==> src/rtl/systolic_pkg.sv <==
// Shared types and sizing helpers for the systolic array front-end.
// The feeder FSM walks LOAD -> CLEAR -> STREAM -> DONE and back to LOAD.
package systolic_pkg;

  typedef enum logic [1:0] {LOAD, CLEAR, STREAM, DONE} feeder_state_t;

  localparam int DEFAULT_DIM = 4;

  // Skewed wavefront plus flush: the last operand pair enters at 2*DIM-2 and
  // needs DIM more hops to reach the far corner node.
  function automatic int stream_len(input int dim);
    return 3 * dim - 1;
  endfunction

  localparam int STREAM_LEN = stream_len(DEFAULT_DIM);

endpackage

==> src/rtl/skew_lane.sv <==
// One edge lane of the skewed operand wavefront: presents element (t - LANE)
// of its buffered row/column while t is inside the lane's window, else zero.
module skew_lane
  import systolic_pkg::*;
#(
  parameter int WIDTH = 32,
  parameter int DIM   = DEFAULT_DIM,
  parameter int LANE  = 0,
  localparam int TW   = $clog2(3 * DIM)
) (
  input  logic [WIDTH-1:0] lane_data [DIM],
  input  logic [TW-1:0]    t,
  output logic [WIDTH-1:0] lane_out
);

  // Window compare on unsigned t avoids any signed subtraction.
  always_comb begin
    lane_out = '0;
    if (t >= TW'(LANE) && t < TW'(LANE + DIM)) begin
      for (int k = 0; k < DIM; k++) begin
        if (t == TW'(LANE + k)) lane_out = lane_data[k];
      end
    end
  end

endmodule

==> src/rtl/systolic_feeder.sv <==
// Producer side of the systolic array operand interface: loads an A/B pair,
// clears the array, streams the skewed wavefront, then holds done until acked.
module systolic_feeder
  import systolic_pkg::*;
#(
  parameter int WIDTH = 32,
  parameter int DIM   = DEFAULT_DIM
) (
  input  logic             clk,
  input  logic             rst,
  input  logic             in_valid,
  output logic             in_ready,
  input  logic [WIDTH-1:0] a_col [DIM],
  input  logic [WIDTH-1:0] b_row [DIM],
  output logic             arr_clr,
  output logic [WIDTH-1:0] A_in  [DIM],
  output logic [WIDTH-1:0] B_in  [DIM],
  output logic             busy,
  output logic             done,
  input  logic             done_ack
);

  localparam int TW = $clog2(3 * DIM);
  localparam int LW = $clog2(DIM + 1);
  localparam logic [TW-1:0] T_LAST  = TW'(stream_len(DIM) - 1);
  localparam logic [LW-1:0] LD_LAST = LW'(DIM - 1);

  feeder_state_t    state;
  logic [TW-1:0]    t;
  logic [LW-1:0]    ld_cnt;

  // a_buf[i][k] = A[i][k]; b_buf is stored transposed, b_buf[j][k] = B[k][j],
  // so each lane sees its own contiguous row of elements.
  logic [WIDTH-1:0] a_buf [DIM][DIM];
  logic [WIDTH-1:0] b_buf [DIM][DIM];
  logic [WIDTH-1:0] a_sel [DIM];
  logic [WIDTH-1:0] b_sel [DIM];

  always_ff @(posedge clk or negedge rst) begin
    if (!rst) begin
      state  <= LOAD;
      t      <= '0;
      ld_cnt <= '0;
      for (int i = 0; i < DIM; i++) begin
        for (int k = 0; k < DIM; k++) begin
          a_buf[i][k] <= '0;
          b_buf[i][k] <= '0;
        end
      end
    end else begin
      case (state)
        LOAD: begin
          if (in_valid) begin
            for (int k = 0; k < DIM; k++) begin
              if (ld_cnt == LW'(k)) begin
                for (int i = 0; i < DIM; i++) begin
                  a_buf[i][k] <= a_col[i];
                  b_buf[i][k] <= b_row[i];
                end
              end
            end
            ld_cnt <= ld_cnt + LW'(1);
            if (ld_cnt == LD_LAST) state <= CLEAR;
          end
        end
        CLEAR: begin
          t     <= '0;
          state <= STREAM;
        end
        STREAM: begin
          if (t == T_LAST) state <= DONE;
          else             t     <= t + TW'(1);
        end
        DONE: begin
          if (done_ack) begin
            ld_cnt <= '0;
            state  <= LOAD;
          end
        end
        default: state <= LOAD;
      endcase
    end
  end

  assign in_ready = (state == LOAD);
  assign arr_clr  = (state == CLEAR);
  assign busy     = (state == CLEAR) || (state == STREAM);
  assign done     = (state == DONE);

  for (genvar i = 0; i < DIM; i++) begin : g_a_lane
    skew_lane #(.WIDTH(WIDTH), .DIM(DIM), .LANE(i)) u_lane (
      .lane_data (a_buf[i]),
      .t         (t),
      .lane_out  (a_sel[i])
    );
    assign A_in[i] = (state == STREAM) ? a_sel[i] : '0;
  end

  for (genvar j = 0; j < DIM; j++) begin : g_b_lane
    skew_lane #(.WIDTH(WIDTH), .DIM(DIM), .LANE(j)) u_lane (
      .lane_data (b_buf[j]),
      .t         (t),
      .lane_out  (b_sel[j])
    );
    assign B_in[j] = (state == STREAM) ? b_sel[j] : '0;
  end

endmodule
==> config.mk <==
export PLATFORM = sky130hd
export DESIGN_NAME = systolic_feeder
export DESIGN_NICKNAME = d
export VERILOG_FILES = /design/src/rtl/systolic_pkg.sv /design/src/rtl/skew_lane.sv /design/src/rtl/systolic_feeder.sv
export SDC_FILE = /design/constraint.sdc
export NUM_CORES = 2
export LEC_CHECK = 0
export BUFFER_PORTS_ARGS = -buffer_cell sky130_fd_sc_hd__buf_2
export CAP_MARGIN = 10
export CORE_MARGIN = 2
export CORE_UTILIZATION = 49
export CTS_CLUSTER_DIAMETER = 100
export DETAILED_ROUTE_END_ITERATION = 12
export GPL_TIMING_DRIVEN = 0
export PLACE_DENSITY_LB_ADDON = 0.25
export SETUP_SLACK_MARGIN = 0.5
export SLEW_MARGIN = 30
export SYNTH_ARGS = -nofsm -noshare
export SYNTH_HDL_FRONTEND = slang
export SYNTH_SLANG_ARGS = --single-unit
==> constraint.sdc <==
create_clock -name clk -period 4.11 [get_ports clk]
set_input_delay 0.411 -clock clk [delete_from_list [all_inputs] [get_ports clk]]
set_output_delay 0.411 -clock clk [all_outputs]
set_load 0.005 [all_outputs]
## Yosys cells after proc, flatten, opt, wreduce, memory -nomap -nowiden

Index checks and enable logic that the tools add are counted.
Widths: inputs -> output; s select.

| storage, ports and cells | value |
|---|---|
| output and inout port bits | 260 |
| register bits | 1033 |
| input bits | 260 |

| cells by class | value |
|---|---|
| reductions and logical operators | 17 |
| order comparisons | 8 |
| mux-type cells | 58 |
| equal/unequal tests | 18 |
| add/sub/neg operators | 2 |

Operators with widths:

| cell | number |
|---|---|
| $mux 32 | 48 |
| $lt 4x3->1 const B | 4 |
| $reduce_and 3->1 | 5 |
| $eq 4x3->1 const B | 3 |
| $eq 4x2->1 const B | 2 |
| $ge 4x1->1 const B | 2 |
| $ge 4x2->1 const B | 2 |
| $mux 2 | 4 |
| $pmux 2 s4 | 1 |
| $pmux 4 s2 | 1 |
| $eq 3x2->1 const B | 2 |
| $mux 3 | 2 |
| $ne 2x2->1 const B | 3 |
| $pmux 3 s2 | 1 |
| $add 4x1->4 const B | 1 |
| $eq 2x2->1 const B | 2 |
| $eq 4x1->1 const B | 1 |
| $eq 4x4->1 const B | 1 |
| $logic_and 1x1->1 | 4 |
| $logic_not 4->1 | 1 |
| $mux 4 | 1 |
| $ne 2x1->1 const B | 2 |
| $reduce_and 4->1 | 1 |
| $reduce_bool 2->1 | 2 |
| other kinds (7) | 7 |

## Logic depth before layout (Yosys ltp)

| depth | value |
|---|---|
| depth after elaboration | 7 |
| mapped depth | 11 |
| depth with buffers taken out | 5 |

## Modules after synthesis

From an unflattened synthesis, not the netlist that was laid out.

| second synthesis, totals | value |
|---|---|
| cell total of the unflattened synthesis | 3801 |
| area, all modules | 53508.8 um^2 |

Modules (own cells, without submodules):

| module | sequential area each (um^2) | instances | cells each | area an instance (um^2) |
|---|---|---|---|---|
| systolic_feeder | 25849.8 | 1 | 2507 | 43281.5 |
| skew_lane at g_a_lane[3].u_lane ... | 0.0 | 2 | 230 | 1632.8 |
| skew_lane at g_a_lane[1].u_lane ... | 0.0 | 2 | 227 | 1443.9 |
| skew_lane at g_a_lane[2].u_lane ... | 0.0 | 2 | 77 | 1061.0 |
| skew_lane at g_a_lane[0].u_lane ... | 0.0 | 2 | 113 | 975.9 |

## Worst setup path before layout

OpenSTA, ideal clock, no wires.

| path | value |
|---|---|
| path type | register -> output |
| start | reg t[1] |
| end | out A_in[26] in the netlist's numbering |
| data arrival time | 2559 ps |
| cell stages (with the launch flop) | 12 |
| buffers on the path | 6 |
| path slack | 1140 ps |
| cell sequence | dfrtp_1 -> buf_4 -> clkbuf_1 -> buf_1 -> inv_1 -> ha_1 -> buf_4 -> buf_4 -> nand3b_1 -> clkbuf_1 -> nor2_1 -> o32ai_1 |

RTL lines:

| item | RTL line | text |
|---|---|---|
| from (decl) | systolic_feeder.sv:29 | `logic [TW-1:0] t;` |
| from (signal assigned) | systolic_feeder.sv:72 | `else t <= t + TW'(1);` |
| to (decl) | systolic_feeder.sv:16 | `output logic [WIDTH-1:0] A_in [DIM],` |

==> results.yml <==
outcome:
  outcome: "completed"
timing:
  whs_ns: 0.0450
  post-route-period-util_pct: 90.0
  fin_tns_setup_ns: 0
  rsz0062_at_grt: "yes"
  slew_headroom_pct: 33.6
  timing.fmax_ghz: 0.270
  slew_violations: 0
  finalSetupViolations: 0
  finalClockSkew_ns: 0.0207
  worst_pin_slew_ns: 0.996
  period_needed_ns: 3.70
  setup_slack_ns: 0.410
  hold_viol_final: 0
cells_and_area:
  fillCellCount: 7626
  final_common_cell: "dfrtp_1"
  layout_common_cells: "dfrtp_1 (1033), mux2_2 (1025), buf_2 (690), dlygate4sd3_1 (255), nor2_1 (133)"
  nNetsFinal: 5014
  stdcell_area_mm2: 0.0612
  syn2layout_area_growth_pct: 28.0
  finish.utilization_pct: 63.3
  drive_gt1_share_pct: 47.0
  regArea_mm2: 0.0258
  multiInputGateArea_mm2: 0.0213
route:
  wire_per_inst_um: 26.4
  antenna_left: 0
  postRouteWirelength_um: 162000
  post_drt_via_cell_ratio: 6.14
  drtIter0Drc: 2981
  dr.pass1.iters: 5
  vias: 37600
  drcViolationCount: 0
worst_setup_path:
  startpoint: "t[0]$_DFFE_PN0P_"
  worstSetupStartpointType: "flop"
  worstPathRequired_ns: 3.70
  path_class: "flop to primary output"
  worstPathArrival_ns: 3.29
  reg2reg_to: "a_buf[349]$_DFFE_PN0P_"
  timing.rr.start: "state[0]$_DFFE_PN0P_"
  worstPathMaxFanout: 10
  r2r_slack_ns: 1.24
  cp-endpoint: "A_in[111]"
  endpoint_kind: "primary output"
  ff2ff_path_depth: 8
synth:
  synthAdderAreaFrac_pct: 0.366
  netlist_area_mm2: 0.0478
  synth-seq-area-share_pct: 54.0
  synth-main-ff-cell: "dfrtp_1"
  yosys.area_share.simple_pct: 6.22
  async_reset_ff_share_pct: 100
  muxShareOfSynthArea_pct: 24.2
  syn_inst: 3798
  synthXorXnorAreaFrac_pct: 0
  synth_area_per_cell_um2: 12.6
  synth_edf_count: 0
  ys_ff_latch: 1033
  mappedNetlistNets: 4072
  synth_compound_area_share_pct: 10.8
  synth_top_family_by_area: "multiplexers"
  ys_warn_count: 0
  ys_types: 44
floorplanning:
  io_pins: 520
  die-area_mm2: 0.100
  die_h_um: 316
  start_util_pct: 49.5
  placementRows: 114
  fp.dieW_um: 316
  fp.coreArea_mm2: 0.0967
grt:
  grt_pass1_vias: 38000
  antenna_found_initial: 24
  grt_busiest_layer: "met2"
  met2_usage_pct: 49.7
  grt_usage_pct: 31.4
  grt_start_max_net_pins: 120
  met1_usage_pct: 42.6
  use_met3_pct: 6.36
  grt_pass1_wl_um: 239000
  grt_overflow: 0
clock_network:
  cts.htree.levels: 3
  clock_sinks: 1033
  clock_latency_ns: 0.72
  cts_buffer_depth: 3
  clk_pin_slew_ns: 0.06
  cts_buffers: 113
  clock-root-buffer: "clkbuf_16"
  cts_tree: "yes"
job:
  maxCapViolCount: 0
place:
  io_buffers: 519
  hpwlAfterDp_um: 106000
  gp_congestion: 0.866
  place_ws_ns: -1.19
  placed_area_mm2: 0.0523
pwr:
  p_per_area_mw_per_mm2: 741
  p_leak_uw: 0.0276
  max-vdd-ir-drop_v: 0.000439
worst_hold_path:
  hold_path_class: "input pin to flop"
critical path, cell delays in order, from the launching register on:
cell and delay [ns]:
dfrtp_1 0.39, buf_6 0.15, nand2b_1 0.18, buf_2 0.53, clkbuf_1 0.48, nand4_1 0.24
a311oi_4 0.41, buf_2 0.18
per-layer routing:
layer	routed length [um]	vias to the layer above
met4	6790	10
met5	66	-
met2	75700	1359
li1	-	16200
met1	68300	19600
met3	10800	354
power breakdown:
| part | leakage, uW | internal (uW) | switching, uW |
|---|---|---|---|
| registers | 0.0133 | 14800 | 2360 |
| clock network | 0.00185 | 6000 | 4310 |
| logic | 0.0125 | 8090 | 9780 |
state kept, by name, summed over array words and instances, names as in the netlist:
register and count:
a_buf 512, ld_cnt 3, t 4, state 2, b_buf 512
cell usage after synthesis, types with 14 or more instances:
| cell type | instances | area share, % |
|---|---|---|
| a221oi_1 | 128 | 2.3 |
| o21ai_1 | 26 | 0.27 |
| ha_1 | 14 | 0.37 |
| dfrtp_1 | 1033 | 54 |
| nand4_1 | 115 | 1.5 |
| inv_1 | 90 | 0.71 |
| o21ai_0 | 106 | 1.1 |
| buf_2 | 194 | 2.0 |
| nor3b_1 | 65 | 1.0 |
| mux2_2 | 1025 | 24 |
| nand2b_1 | 51 | 0.67 |
| nand3_1 | 117 | 1.2 |
| o32ai_1 | 64 | 1.2 |
| a31oi_1 | 65 | 0.85 |
| nand3b_1 | 16 | 0.25 |
| nand2_1 | 23 | 0.18 |
| clkbuf_1 | 150 | 1.2 |
| a32oi_1 | 64 | 1.2 |
| nor2_1 | 135 | 1.1 |
| a21oi_1 | 129 | 1.3 |
| a311oi_1 | 114 | 2.1 |
| buf_1 | 15 | 0.12 |
worst min-delay path by stage:
stage,slack (ns),cells past startpoint,from,endpoint
2_1_floorplan,0.12,0,rst,a_buf[0]$_DFFE_PN0P_
3_3_place_gp,0.48,1,a_buf[41]$_DFFE_PN0P_,a_buf[41]$_DFFE_PN0P_
3_5_place_dp,0.34,1,rst,b_buf[394]$_DFFE_PN0P_
4_1_cts,0.002,2,b_row[65],b_buf[321]$_DFFE_PN0P_
5_1_grt,0.01,2,b_row[65],b_buf[321]$_DFFE_PN0P_
6_report,0.05,2,b_row[65],b_buf[321]$_DFFE_PN0P_
cell type report:
cell class | instances | share of cell area, %
antenna | 13 | 0.0532
multi-input combinational | 2299 | 34.7
sequential | 1033 | 42.2
tap | 1276 | 2.61
timing repair buffer | 827 | 9.89
clock inverter | 44 | 0.756
buffer | 374 | 3.75
inverter | 92 | 0.572
clock buffer | 165 | 5.40
cell families after synthesis:
family	after synthesis
buf+inv	466
flops	1033
compound gates	719
simple gates	538
mux	1028
fa+ha+maj	14
per-stage QoR:
step / instances / total power [uW]
2_1_floorplan: 3798 / 26900
3_3_place_gp: 5593 / 32000
3_5_place_dp: 5603 / 32500
4_1_cts: 6093 / 44200
5_1_grt: 6121 / 47500
6_report: 6123 / 45400
timing repair:
item                                     CTS  global route
endpoints found under the setup margin   256           214
hold endpoints to repair                1148             0
gates resized for setup                  254           226
hold buffers                             255             0
cloned                                     2             9
pin swaps                                 20            69
buffers inserted                          24             8
No activity file was read; power rests on OpenSTA's default activity.
